`src/rtl/spect_frame_packer.sv`:
```
// spect_frame_packer: packs a 32-bit sample stream into 128-bit words, one header word per frame
// Ports: clk; rst (async, active high); din/din_valid/sync sample stream (sync marks lane 0 of a frame);
//   frame_len samples per frame (bits[1:0] ignored); fifo_full drops whole frames at frame start;
//   dout/dout_valid packed words; seq_num, err_cnt, drop_cnt status; frame_active while packing.
// Optional: define FRAME_TRAILER_EN to follow each completed frame with a {err_cnt, frame_len, ~MAGIC} trailer.
module spect_frame_packer #(
    parameter logic [31:0] MAGIC = 32'hF4B0CAFE,
    parameter int          ERR_W = 16
) (
    input  logic             clk,
    input  logic             rst,
    input  logic [31:0]      din,
    input  logic             din_valid,
    input  logic             sync,
    input  logic [31:0]      frame_len,
    input  logic             fifo_full,
    output logic [127:0]     dout,
    output logic             dout_valid,
    output logic [31:0]      seq_num,
    output logic [ERR_W-1:0] err_cnt,
    output logic [ERR_W-1:0] drop_cnt,
    output logic             frame_active
);
    typedef enum logic {IDLE, PACK} state_t;
    state_t       state;
    logic [63:0]  ts;
    logic [95:0]  lanes;
    logic [1:0]   lane;
    logic [29:0]  words;
    logic         valid_sync, start, drop, take, word_done, last_word;
    logic [127:0] hdr;
`ifdef FRAME_TRAILER_EN
    logic         trl_due, hdr_pend;
    logic [127:0] hdr_word;
    logic [31:0]  len_lat;
`endif
    // A sync with a zero word count is ignored everywhere, so it never counts as a start, drop or abort.
    always_comb begin
        valid_sync = din_valid && sync && (frame_len & ~32'd3) != 32'd0;
        start      = valid_sync && !fifo_full;
        drop       = valid_sync && fifo_full;
        take       = state == PACK && din_valid && !valid_sync;
        word_done  = take && lane == 2'd3;
        last_word  = word_done && words == 30'd1;
        hdr        = {ts, seq_num + 32'd1, MAGIC};
    end
    // Samples shift in from the top so that after three shifts lanes holds {s2, s1, s0}.
    always_ff @(posedge clk or posedge rst) begin
        if (rst) begin
            state        <= IDLE;
            ts           <= '0;
            lanes        <= '0;
            lane         <= '0;
            words        <= '0;
            dout         <= '0;
            dout_valid   <= 1'b0;
            seq_num      <= '0;
            err_cnt      <= '0;
            drop_cnt     <= '0;
            frame_active <= 1'b0;
`ifdef FRAME_TRAILER_EN
            trl_due      <= 1'b0;
            hdr_pend     <= 1'b0;
            hdr_word     <= '0;
            len_lat      <= '0;
`endif
        end else begin
            ts         <= ts + 64'd1;
            dout_valid <= 1'b0;
            if (valid_sync && state == PACK && err_cnt != '1) err_cnt <= err_cnt + ERR_W'(1);
            if (drop && drop_cnt != '1) drop_cnt <= drop_cnt + ERR_W'(1);
            if (start) begin
                state        <= PACK;
                frame_active <= 1'b1;
                seq_num      <= seq_num + 32'd1;
                lanes        <= {din, lanes[95:32]};
                lane         <= 2'd1;
                words        <= frame_len[31:2];
                dout         <= hdr;
                dout_valid   <= 1'b1;
`ifdef FRAME_TRAILER_EN
                len_lat      <= frame_len;
`endif
            end else if (drop) begin
                state        <= IDLE;
                frame_active <= 1'b0;
            end else if (take) begin
                lanes <= {din, lanes[95:32]};
                lane  <= lane + 2'd1;
                if (word_done) begin
                    dout       <= {din, lanes};
                    dout_valid <= 1'b1;
                    words      <= words - 30'd1;
                end
                if (last_word) begin
                    state        <= IDLE;
                    frame_active <= 1'b0;
                end
            end
`ifdef FRAME_TRAILER_EN
            // The trailer owns the output slot after a last word; a header due then waits one cycle.
            trl_due  <= last_word;
            hdr_pend <= 1'b0;
            if (trl_due) begin
                dout       <= {32'(err_cnt), 32'h0, len_lat, ~MAGIC};
                dout_valid <= 1'b1;
                hdr_pend   <= start;
                hdr_word   <= hdr;
            end else if (hdr_pend && !start) begin
                dout       <= hdr_word;
                dout_valid <= 1'b1;
            end
`endif
        end
    end
endmodule

```
`config.mk`:
```
export PLATFORM = sky130hd
export DESIGN_NAME = spect_frame_packer
export DESIGN_NICKNAME = d
export VERILOG_FILES = /design/src/rtl/spect_frame_packer.sv
export SDC_FILE = /design/constraint.sdc
export NUM_CORES = 1
export LEC_CHECK = 0
export BUFFER_PORTS_ARGS = -buffer_cell sky130_fd_sc_hd__buf_2
export CAP_MARGIN = 20
export CORE_AREA = 5 5 256 133
export DETAILED_ROUTE_END_ITERATION = 12
export DIE_AREA = 0 0 261 138
export GPL_ROUTABILITY_DRIVEN = 0
export PLACE_DENSITY = 0.77
export SYNTH_ARGS = -nofsm -noshare
export SYNTH_HDL_FRONTEND = slang
export SYNTH_SLANG_ARGS = --single-unit
```
`constraint.sdc`:
```
create_clock -name clk -period 16 [get_ports clk]
set_input_delay 2.4 -clock clk [delete_from_list [all_inputs] [get_ports clk]]
set_output_delay 2.4 -clock clk [all_outputs]
set_load 0.1 [all_outputs]
```
==> flow_results.org, run 1 <==
** Route
- The pre-antenna-repair detailed-routing pass consisted of 5 iterations.
- The first routing iteration left ~1.3k violations.
- After detailed routing, the total wire length is approximately 45000 um.
- Antenna-violating nets left :: 0
- Average vias per placed instance :: 5.70
- Dividing the detail-routed wire length by the instance count gives around 20 um.
- Total via count after detailed routing :: about 13k
- After detailed routing, the number of remaining DRC violations is 0.

** Yosys
- Synthesis produced a netlist whose cell count is 1619.
- Main area contributors after synthesis :: sky130_fd_sc_hd__dfrtp_1 56%, sky130_fd_sc_hd__mux2_2 6.4%, sky130_fd_sc_hd__nand3_1 6.4%
- Synth async-reset ratio :: 100%
- The synthesized design contains 0 enable-type register cells.
- Library cell with the largest summed area after synthesis :: sky130_fd_sc_hd__dfrtp_1
- Number of unique standard cell types used by synthesis :: 56
- After synthesis, the largest area contributor takes up between 50% and 60% of total cell area.
- Counting every net in the synthesized netlist gives 1695.
- Proportion of synthesized chip area in sequential cells :: 56.4%
- Register bit total from synthesis :: roughly 390
- In the synthesized netlist the dominant register cell turns out to be sky130_fd_sc_hd__dfrtp_1.
- After synthesis, the mean cell area works out to roughly 11 sq um.
- Netlist area before placement :: 17100 sq um
- For this run, the number of Yosys warnings is 0.

** Floorplan
- The floorplan has between 40 and 50 rows.
- The die is around 260 um wide.
- Floorplan die height :: approximately 140 um
- The die covers ~36000 sq um.
- Initial cell density of the core :: about 55%
- In this run the count of I/O pins placed on the die edge is 263.
- The region available for standard cell placement spans roughly 31000 sq um.

** STA
- Maximum clock frequency :: ~0.16 GHz
- Final setup viols :: 0
- The total count of max-transition violations in the final report is 0.
- Final hold viol count :: 0
- For the pin with the worst max-slew slack, the measured transition is about 1.1 ns.
- Relative max-transition margin :: approximately 30%
- Post-layout minimum cycle time :: roughly 6.2 ns
- Setup TNS :: 0 ns
- Final setup skew :: approximately 0.015 ns
- Setup repair after global routing left no endpoint under its margin.
- After layout, the worst path uses roughly two fifths of the clock period.

** CTS
- For this design, the CTS-stage hold fixing added 0 buffers.
- Clock network latency to the later pin of the worst-skew pair :: ~0.54 ns
- Clock edge transition at the registers on the reported setup and hold paths :: 0.06 ns
- The H-tree was split into 2 levels.
- Post-cts resize count :: 0
- TritonCTS built the clock tree.
- The tree built by TritonCTS fans out to 386 sinks.
- Number of buffers between clock root and the deepest sink :: 3
- Buffers inserted during clock tree synthesis total 36.
- Setup Buffers After CTS :: 0
- Root Driver :: sky130_fd_sc_hd__clkbuf_16

** Pwr
- Total power after layout :: between 3 and 4 mW
- The internal power of the cells totals about 1.9 mW.
- Leakage power :: 9.44 nW
- Power density of the placed cells :: around 160 nW/um^2
- Net switching is between 40% and 50% of the power.
- Flop pwr share :: 41.0%
- The share of total power dissipated in combinational logic is between 30% and 40%.
- Worst IR Drop VDD :: 0.000136 V
- Share of power burned in the clock network :: approximately a quarter
- Net switching power :: ~1.4 mW

** Finish
- The post-route netlist has approximately 24% of its cells at a drive strength greater than 1.
- Utilization after layout :: between 60% and 70%
- Final antenna diode count :: 0
- Area overhead of the layout relative to synthesis :: 16.5%
- Final instance count without filler cells :: roughly 2.3k
- The final layout contains approximately 1.9k nets.
- The multi-input combinational cells in the finished layout cover a total of around 7000 sq um.
- FILL cells :: between 2k and 2.5k
- Storage element area :: between 9000 and 10000 sq um

** Critical path
- At the worst endpoint, the arrival time is 6.62 ns.
- Sort of element at the start of the critical path :: primary input
- The critical path is of the primary input to flop type.
- Crit-path max FO :: 72
- For the worst setup path, the data required time is 16.42 ns.
- Cell Chain, Critical Path :: buf_2, nor4_1, nand4_1, o21bai_4, nor2_4, buf_4, nor2_4, buf_4, mux2_2
- Together, buffers and inverters on the worst path number 3.
- The slowest stage of the critical path is the sky130_fd_sc_hd__buf_4 cell.
- The largest single stage delay on the critical path is approximately 0.9 ns.
- Among cell families on the critical path, the largest total delay comes from simple AND/OR/NAND/NOR gates.
- Crit. End Element :: flop

** Run
- Number of max-capacitance violations reported :: 0

** Place
- After detailed placement, the design holds a cell count of 2236.
- Port Buf Inserts :: 260
- Detailed placement finished with a half-perimeter wire length of between 30000 and 40000 um.

** GRT
- Initial antenna violation count :: 0
- Entering global routing, the biggest net connects 123 pins.
- The total overflow left after global routing is 0.
- Global-route usage over all layers :: between 20% and 30%
- First-pass GRT wire length :: ~72000 um
- Number of global-route vias before repair :: roughly 13k

** Worst hold path
- The path class of the tightest hold or removal check is flop to flop.

** Outcome
- The flow ran to the end, and the final reports show no timing, DRC or antenna violations.
stage by stage:
step                cell area (sq um)  hold WS (ns)  worst slack (ns)
CTS                             19900         0.463              9.76
finish                          19900         0.457              9.80
global route                    19900         0.480              9.62
global placement                18700         0.444              9.25
floorplan                       17100         0.433              2.87
detailed placement              18700         0.447              9.24
Yosys cell counts (2+ instances only):
| cell | number |
|---|---|
| sky130_fd_sc_hd__o311ai_0 | 2 |
| sky130_fd_sc_hd__o311ai_1 | 2 |
| sky130_fd_sc_hd__nor3_1 | 29 |
| sky130_fd_sc_hd__nor4_1 | 23 |
| sky130_fd_sc_hd__a211o_1 | 2 |
| sky130_fd_sc_hd__mux2_2 | 98 |
| sky130_fd_sc_hd__or3_1 | 11 |
| sky130_fd_sc_hd__inv_1 | 18 |
| sky130_fd_sc_hd__buf_2 | 27 |
| sky130_fd_sc_hd__dfrtp_1 | 386 |
| sky130_fd_sc_hd__a221o_1 | 16 |
| sky130_fd_sc_hd__buf_4 | 4 |
| sky130_fd_sc_hd__nor3_2 | 3 |
| sky130_fd_sc_hd__clkbuf_1 | 47 |
| sky130_fd_sc_hd__a22oi_1 | 11 |
| sky130_fd_sc_hd__nor4_4 | 2 |
| sky130_fd_sc_hd__nand2b_1 | 3 |
| sky130_fd_sc_hd__ha_1 | 7 |
| sky130_fd_sc_hd__and3_1 | 34 |
| sky130_fd_sc_hd__nor2_1 | 75 |
| sky130_fd_sc_hd__xor2_1 | 56 |
| sky130_fd_sc_hd__xnor2_1 | 114 |
| sky130_fd_sc_hd__nand2_1 | 285 |
| sky130_fd_sc_hd__a21oi_1 | 8 |
| sky130_fd_sc_hd__or4_1 | 4 |
| sky130_fd_sc_hd__and2_1 | 5 |
| sky130_fd_sc_hd__or2_2 | 5 |
| sky130_fd_sc_hd__or2_1 | 2 |
| sky130_fd_sc_hd__o21ai_1 | 4 |
| sky130_fd_sc_hd__o211ai_1 | 19 |
| sky130_fd_sc_hd__o21ai_0 | 24 |
| sky130_fd_sc_hd__buf_1 | 10 |
| sky130_fd_sc_hd__nand4_1 | 32 |
| sky130_fd_sc_hd__nand3_1 | 220 |
| sky130_fd_sc_hd__and4_1 | 9 |
| sky130_fd_sc_hd__a31oi_1 | 2 |
power by group through the flow:
stage	logic (mW)	clock network [mW]	registers, mW
after floorplan	0.255	0	1.94
after global placement	1.07	0	1.34
after detailed placement	1.08	0	1.35
after CTS	1.09	0.853	1.33
after global routing	1.13	0.894	1.36
final	1.08	0.840	1.34
final timing paths:
| path | cells past startpoint | slack [ns] | end | start |
|---|---|---|---|---|
| hold / removal | 2 | 0.46 | dout[0] | lanes[0] |
| max in group asynchronous | 5 | 12.18 | err_cnt[6] | rst |
| setup / recovery | 9 | 9.80 | lanes[72] | frame_len[26] |
| min in group asynchronous | 2 | 2.03 | drop_cnt[3] | rst |
| hold reg to reg | 2 | 0.46 | dout[0] | lanes[0] |
| setup reg to reg | 5 | 13.09 | lanes[72] | state |
registers in the layout, summed over array words and instances, names as in the netlist:
register    count
dout          128
lanes          96
ts             64
seq_num        32
words          30
drop_cnt       16
err_cnt        16
lane            2
dout_valid      1
state           1
area by class of cell:
class,count,area share (%)
clock buffer,51,5.21
clock inverter,10,0.433
inverter,18,0.376
multi-input combinational,1127,35.4
sequential,386,48.4
tap,432,2.71
timing repair buffer,276,7.43
kinds of logic after synthesis:
kind of cell,after synthesis,synth area share (%)
xor+xnor,170,8.70
mux,99,6.50
simple gates,752,21.0
flops,386,56.4
compound gates,99,4.24
fa+ha+maj,7,0.511
buf+inv,106,2.61
worst register-to-register path: cells and delay by family (launching register included):
kind / cells / cell delay, ns
compound gates: 1 / 0.08
buf+inv: 1 / 0.92
flops: 1 / 0.45
mux: 1 / 0.45
simple gates: 2 / 0.90
placed cells by master, fill, tap and decap left out, types with 6 or more instances in the layout:
| master | n |
|---|---|
| sky130_fd_sc_hd__a221o_1 | 16 |
| sky130_fd_sc_hd__buf_4 | 13 |
| sky130_fd_sc_hd__nor2_1 | 73 |
| sky130_fd_sc_hd__clkinv_2 | 6 |
| sky130_fd_sc_hd__clkbuf_16 | 37 |
| sky130_fd_sc_hd__o21ai_0 | 23 |
| sky130_fd_sc_hd__nand4_1 | 32 |
| sky130_fd_sc_hd__nand2_1 | 284 |
| sky130_fd_sc_hd__xnor2_1 | 114 |
| sky130_fd_sc_hd__or3_1 | 11 |
| sky130_fd_sc_hd__nor3_1 | 29 |
| sky130_fd_sc_hd__nand3_1 | 220 |
| sky130_fd_sc_hd__dfrtp_1 | 386 |
| sky130_fd_sc_hd__clkbuf_1 | 8 |
| sky130_fd_sc_hd__buf_2 | 260 |
| sky130_fd_sc_hd__a21oi_1 | 8 |
| sky130_fd_sc_hd__xor2_1 | 56 |
| sky130_fd_sc_hd__nor4_1 | 23 |
| sky130_fd_sc_hd__clkbuf_8 | 6 |
| sky130_fd_sc_hd__and3_1 | 34 |
| sky130_fd_sc_hd__inv_1 | 17 |
| sky130_fd_sc_hd__ha_1 | 7 |
| sky130_fd_sc_hd__a22oi_1 | 11 |
| sky130_fd_sc_hd__and4_1 | 9 |
| sky130_fd_sc_hd__mux2_2 | 98 |
| sky130_fd_sc_hd__o211ai_1 | 19 |
routing by layer:
layer	wire length [um]	vias to the layer above	part of all wire [%]	GRT usage, %
met4	1960	0	4.3	9.45
met1	19300	6495	42	34.7
li1	-	6077	-	-
met3	2620	112	5.8	3.82
met5	0	-	0	0
met2	21600	436	47	39.0
No activity file was read; power rests on OpenSTA's default activity.
==> inputs of run 2 (changes only) <==
==> constraint.sdc (replaced) <==
create_clock -name clk -period 6.3 [get_ports clk]
set_input_delay 0.945 -clock clk [delete_from_list [all_inputs] [get_ports clk]]
set_output_delay 0.945 -clock clk [all_outputs]
set_load 0.1 [all_outputs]
==> flow_results.org, run 2 (synthesis gave the netlist of run 1 again) <==
** Worst hold path
- The min-delay analysis places its worst path in the category flop to flop.

** CTS
- TritonCTS built the clock tree.
- Number of buffers between clock root and the deepest sink :: 3 (unchanged)
- H-tree depth :: 2 (unchanged)
- Number of sinks handled by clock tree synthesis :: 386 (unchanged)
- Clock edge transition at the registers on the reported setup and hold paths :: 0.06 ns (about the same)
- In this run the clock root is driven by a sky130_fd_sc_hd__clkbuf_16.
- Hold-fix buffers, CTS :: 0 (unchanged)
- Clock network latency to the later pin of the worst-skew pair :: 0.52 ns (-0.02 ns)
- The number of CTS-inserted buffers came to 36 (unchanged).
- The number of post-CTS setup repair buffers is 0 (unchanged).
- Post-cts resize count :: 0 (unchanged)

** STA
- Final hold viol count :: 0 (unchanged)
- The worst path in the final design needs a cycle of between 4 and 5 ns, including I/O delays and setup.
- The setup-violating endpoint count in the final report came to 0 (unchanged).
- The transition at the pin with the smallest max-transition slack came to 1.04 ns (-0.0113 ns).
- Maximum clock frequency :: around 0.25 GHz
- The worst setup skew after layout is 0.0135 ns (-0.00198 ns).
- The total count of max-transition violations in the final report came to 0 (unchanged).
- Final setup slack of the worst path :: 2.23 ns (-7.57 ns)
- Post-route clock period utilization :: 64.6%
- The post-route setup TNS came to 0 ns (unchanged).
- Unrepaired setup endpoints after global routing :: no
- Relative max-transition margin :: 30.4% (+0.59 points)

** Finish
- The sequential cell area was 9660 sq um (unchanged).
- Leading cell types in the layout, fill and taps excluded :: 386 x sky130_fd_sc_hd__dfrtp_1, 284 x sky130_fd_sc_hd__nand2_1, 260 x sky130_fd_sc_hd__buf_2
- In the final layout, the registers with the most flip-flops are dout: 128 flops, lanes: 96 flops, ts: 64 flops.
- FILL cells :: 2459 (-1.2%)
- Area overhead of the layout relative to synthesis :: 16.8%
- Number of flip-flops in the largest register :: 128 (unchanged)
- The filler-free cell count of the finished design was 2304 (+0.17%).
- More flip-flops sit in one register than any other, and that register is dout.
- The number of nets at the end of the flow came to 1924 (+0.16%).
- Fraction of final layout cells with drive strength greater than 1 :: 24.6% (+0.28 points)
- Area used by multi-input combinational logic :: 7060 sq um (unchanged)
- Commonest non-fill, non-tap cell in the layout :: sky130_fd_sc_hd__dfrtp_1

** Route
- Router iterations before antenna repair :: 5 (unchanged)
- Antenna-violating nets left :: 0 (unchanged)
- The per-cell routed wire length came to 19.8 um (about the same).
- The number of design-rule violations left by the first detailed-router iteration came to 1206 (-5.3%).
- Number of remaining DRC errors :: 0 (unchanged)
- The mean number of vias per cell came to 5.71 (+0.11%).
- The wire length after detailed routing is 45500 um (about the same).
- Total via count after detailed routing :: 13.2k (+0.28%)

** Pwr
- Leakage power :: 9.47 nW (+0.30%)
- Power density of the placed cells :: 419 nW/um^2 (+160%)
- The maximum vdd drop came to 0.000568 V (+320%).

** Critical path
- Worst setup startpoint :: frame_len[26]
- The startpoint identified for the worst register-to-register timing path is words[5].
- The length in cells of the worst reg-to-reg path came to 6 (+1).
- The worst setup path is of the primary input to flop kind.
- The worst setup path is launched from a primary input.
- Grouping stages by cell kind, the critical path spends the most delay in simple AND/OR/NAND/NOR gates.
- Crit. End Element :: flop
- Reg2reg setup slack :: 3.49 ns (-9.60 ns)
- Crit-path max FO :: 56 (-22%)
- The largest stage delay on the critical path was 0.70 ns (-0.20 ns).
- Logic depth of the worst path, buffers included :: 9 (unchanged)
- The critical path data required time came to 6.70 ns (-9.72 ns).
- Crit path arrival time :: 4.47 ns (-2.15 ns)
- The number of buffers and inverters on the critical path is 3 (unchanged).
- For this design, the slowest cell found on the critical path is sky130_fd_sc_hd__o21bai_4.
- Capture point of the worst path :: lanes[84]
- The signal on the critical path passes through buf_2, nor4_1, nand4_1, o21bai_4, nor2_4, buf_4, nor2_4, buf_4, mux2_2.
- In this run the critical register-to-register path is captured at words[18].

** Floorplan
- Count of standard-cell rows :: 46 (unchanged)
- Core region area :: 31400 sq um (unchanged)
- Floorplan die height :: 138 um (unchanged)
- Chip width :: 261 um (unchanged)
- The number of top-level pins is 263 (unchanged).
- Initial cell density of the core :: 54.6% (unchanged)
- The overall die area was 36000 sq um (unchanged).

** Place
- The post-placement worst setup slack came to 1.61 ns (-7.63 ns).
- Post-placement cell count :: 2242 (+0.27%)
- Post-detail-place hpwl :: 31300 um (+0.47%)
- The count of buffers from port buffering came to 260 (unchanged).

** GRT
- Remaining global-route overflow :: 0 (unchanged)
- The pin count of the biggest net entering global routing was 124 (+0.81%).
- The global-route total usage across every layer was 24.8% (+0.18 points).
- The number of global-route vias before repair came to 12.9k (+1.5%).
- The number of antenna violations at the first check in global routing is 1 (+1).
- The global-route wire length before repair was 72600 um (+1.3%).

** Outcome
- Result of the run :: finished clean

** Run
- The count of max-cap constraint violations came to 0 (unchanged).
-- run 2: cell count changes in the layout (fill, tap and decap cells not counted), moves of 3 or more --
cell	delta
sky130_fd_sc_hd__buf_12	+3
sky130_fd_sc_hd__buf_16	-3
sky130_fd_sc_hd__buf_4	+3
sky130_fd_sc_hd__bufinv_16	+3
sky130_fd_sc_hd__clkbuf_1	-3
sky130_fd_sc_hd__inv_6	-3
-- run 2: worst min-delay path by stage --
| stage | cells past startpoint | start | to | slack, ns |
|---|---|---|---|---|
| CTS | 2 | lanes[16] | dout[16] | 0.47 |
| finish | 2 | lanes[16] | dout[16] | 0.46 |
| floorplan | 2 | lanes[0] | dout[0] | 0.43 |
| global route | 1 | ts[63] | ts[63] | 0.48 |
| detailed placement | 2 | lanes[16] | dout[16] | 0.45 |
| global placement | 2 | lanes[27] | dout[27] | 0.45 |
-- run 2: worst min-delay path: stages, from the launching register on --
cell	delay, ns
sky130_fd_sc_hd__dfrtp_1	0.34
sky130_fd_sc_hd__nand2_1	0.05
sky130_fd_sc_hd__nand2_1	0.04
-- run 2: cell type report --
cell class / instances / area share, %
Antenna cell: 1 / 0.0125
Inverter: 18 / 0.357
Sequential cell: 386 / 48.3
Clock inverter: 15 / 0.926
Tap cell: 432 / 2.70
Clock buffer: 46 / 5.00
Multi-Input combinational cell: 1127 / 35.3
Timing Repair Buffer: 279 / 7.41
-- run 2: through the flow --
step                hold slack, ns  utilization (%)  power (mW)  cell area, sq um
global route                 0.480             63.8        8.70             20000
finish                       0.464             63.8        8.39             20000
CTS                          0.466             63.8        8.42             20000
global placement             0.446             60.0        6.13             18800
floorplan                    0.433                -        5.59             17100
detailed placement           0.450             60.0        6.19             18800
-- run 2: layer usage --
layer / wire (um) / global-route usage, % / vias up
li1: - / - / 6071
met1: 19600 / 35.0 / 6600
met2: 21200 / 38.6 / 390
met3: 2950 / 4.99 / 96
met4: 1810 / 9.17 / 0
met5: 0 / 0 / -
-- run 2: power breakdown --
part / switching, mW / leakage, nW / internal, mW
Clock: 0.947 / 0.587 / 1.29
Sequential: 0.430 / 4.95 / 2.98
Combinational: 2.18 / 3.93 / 0.565
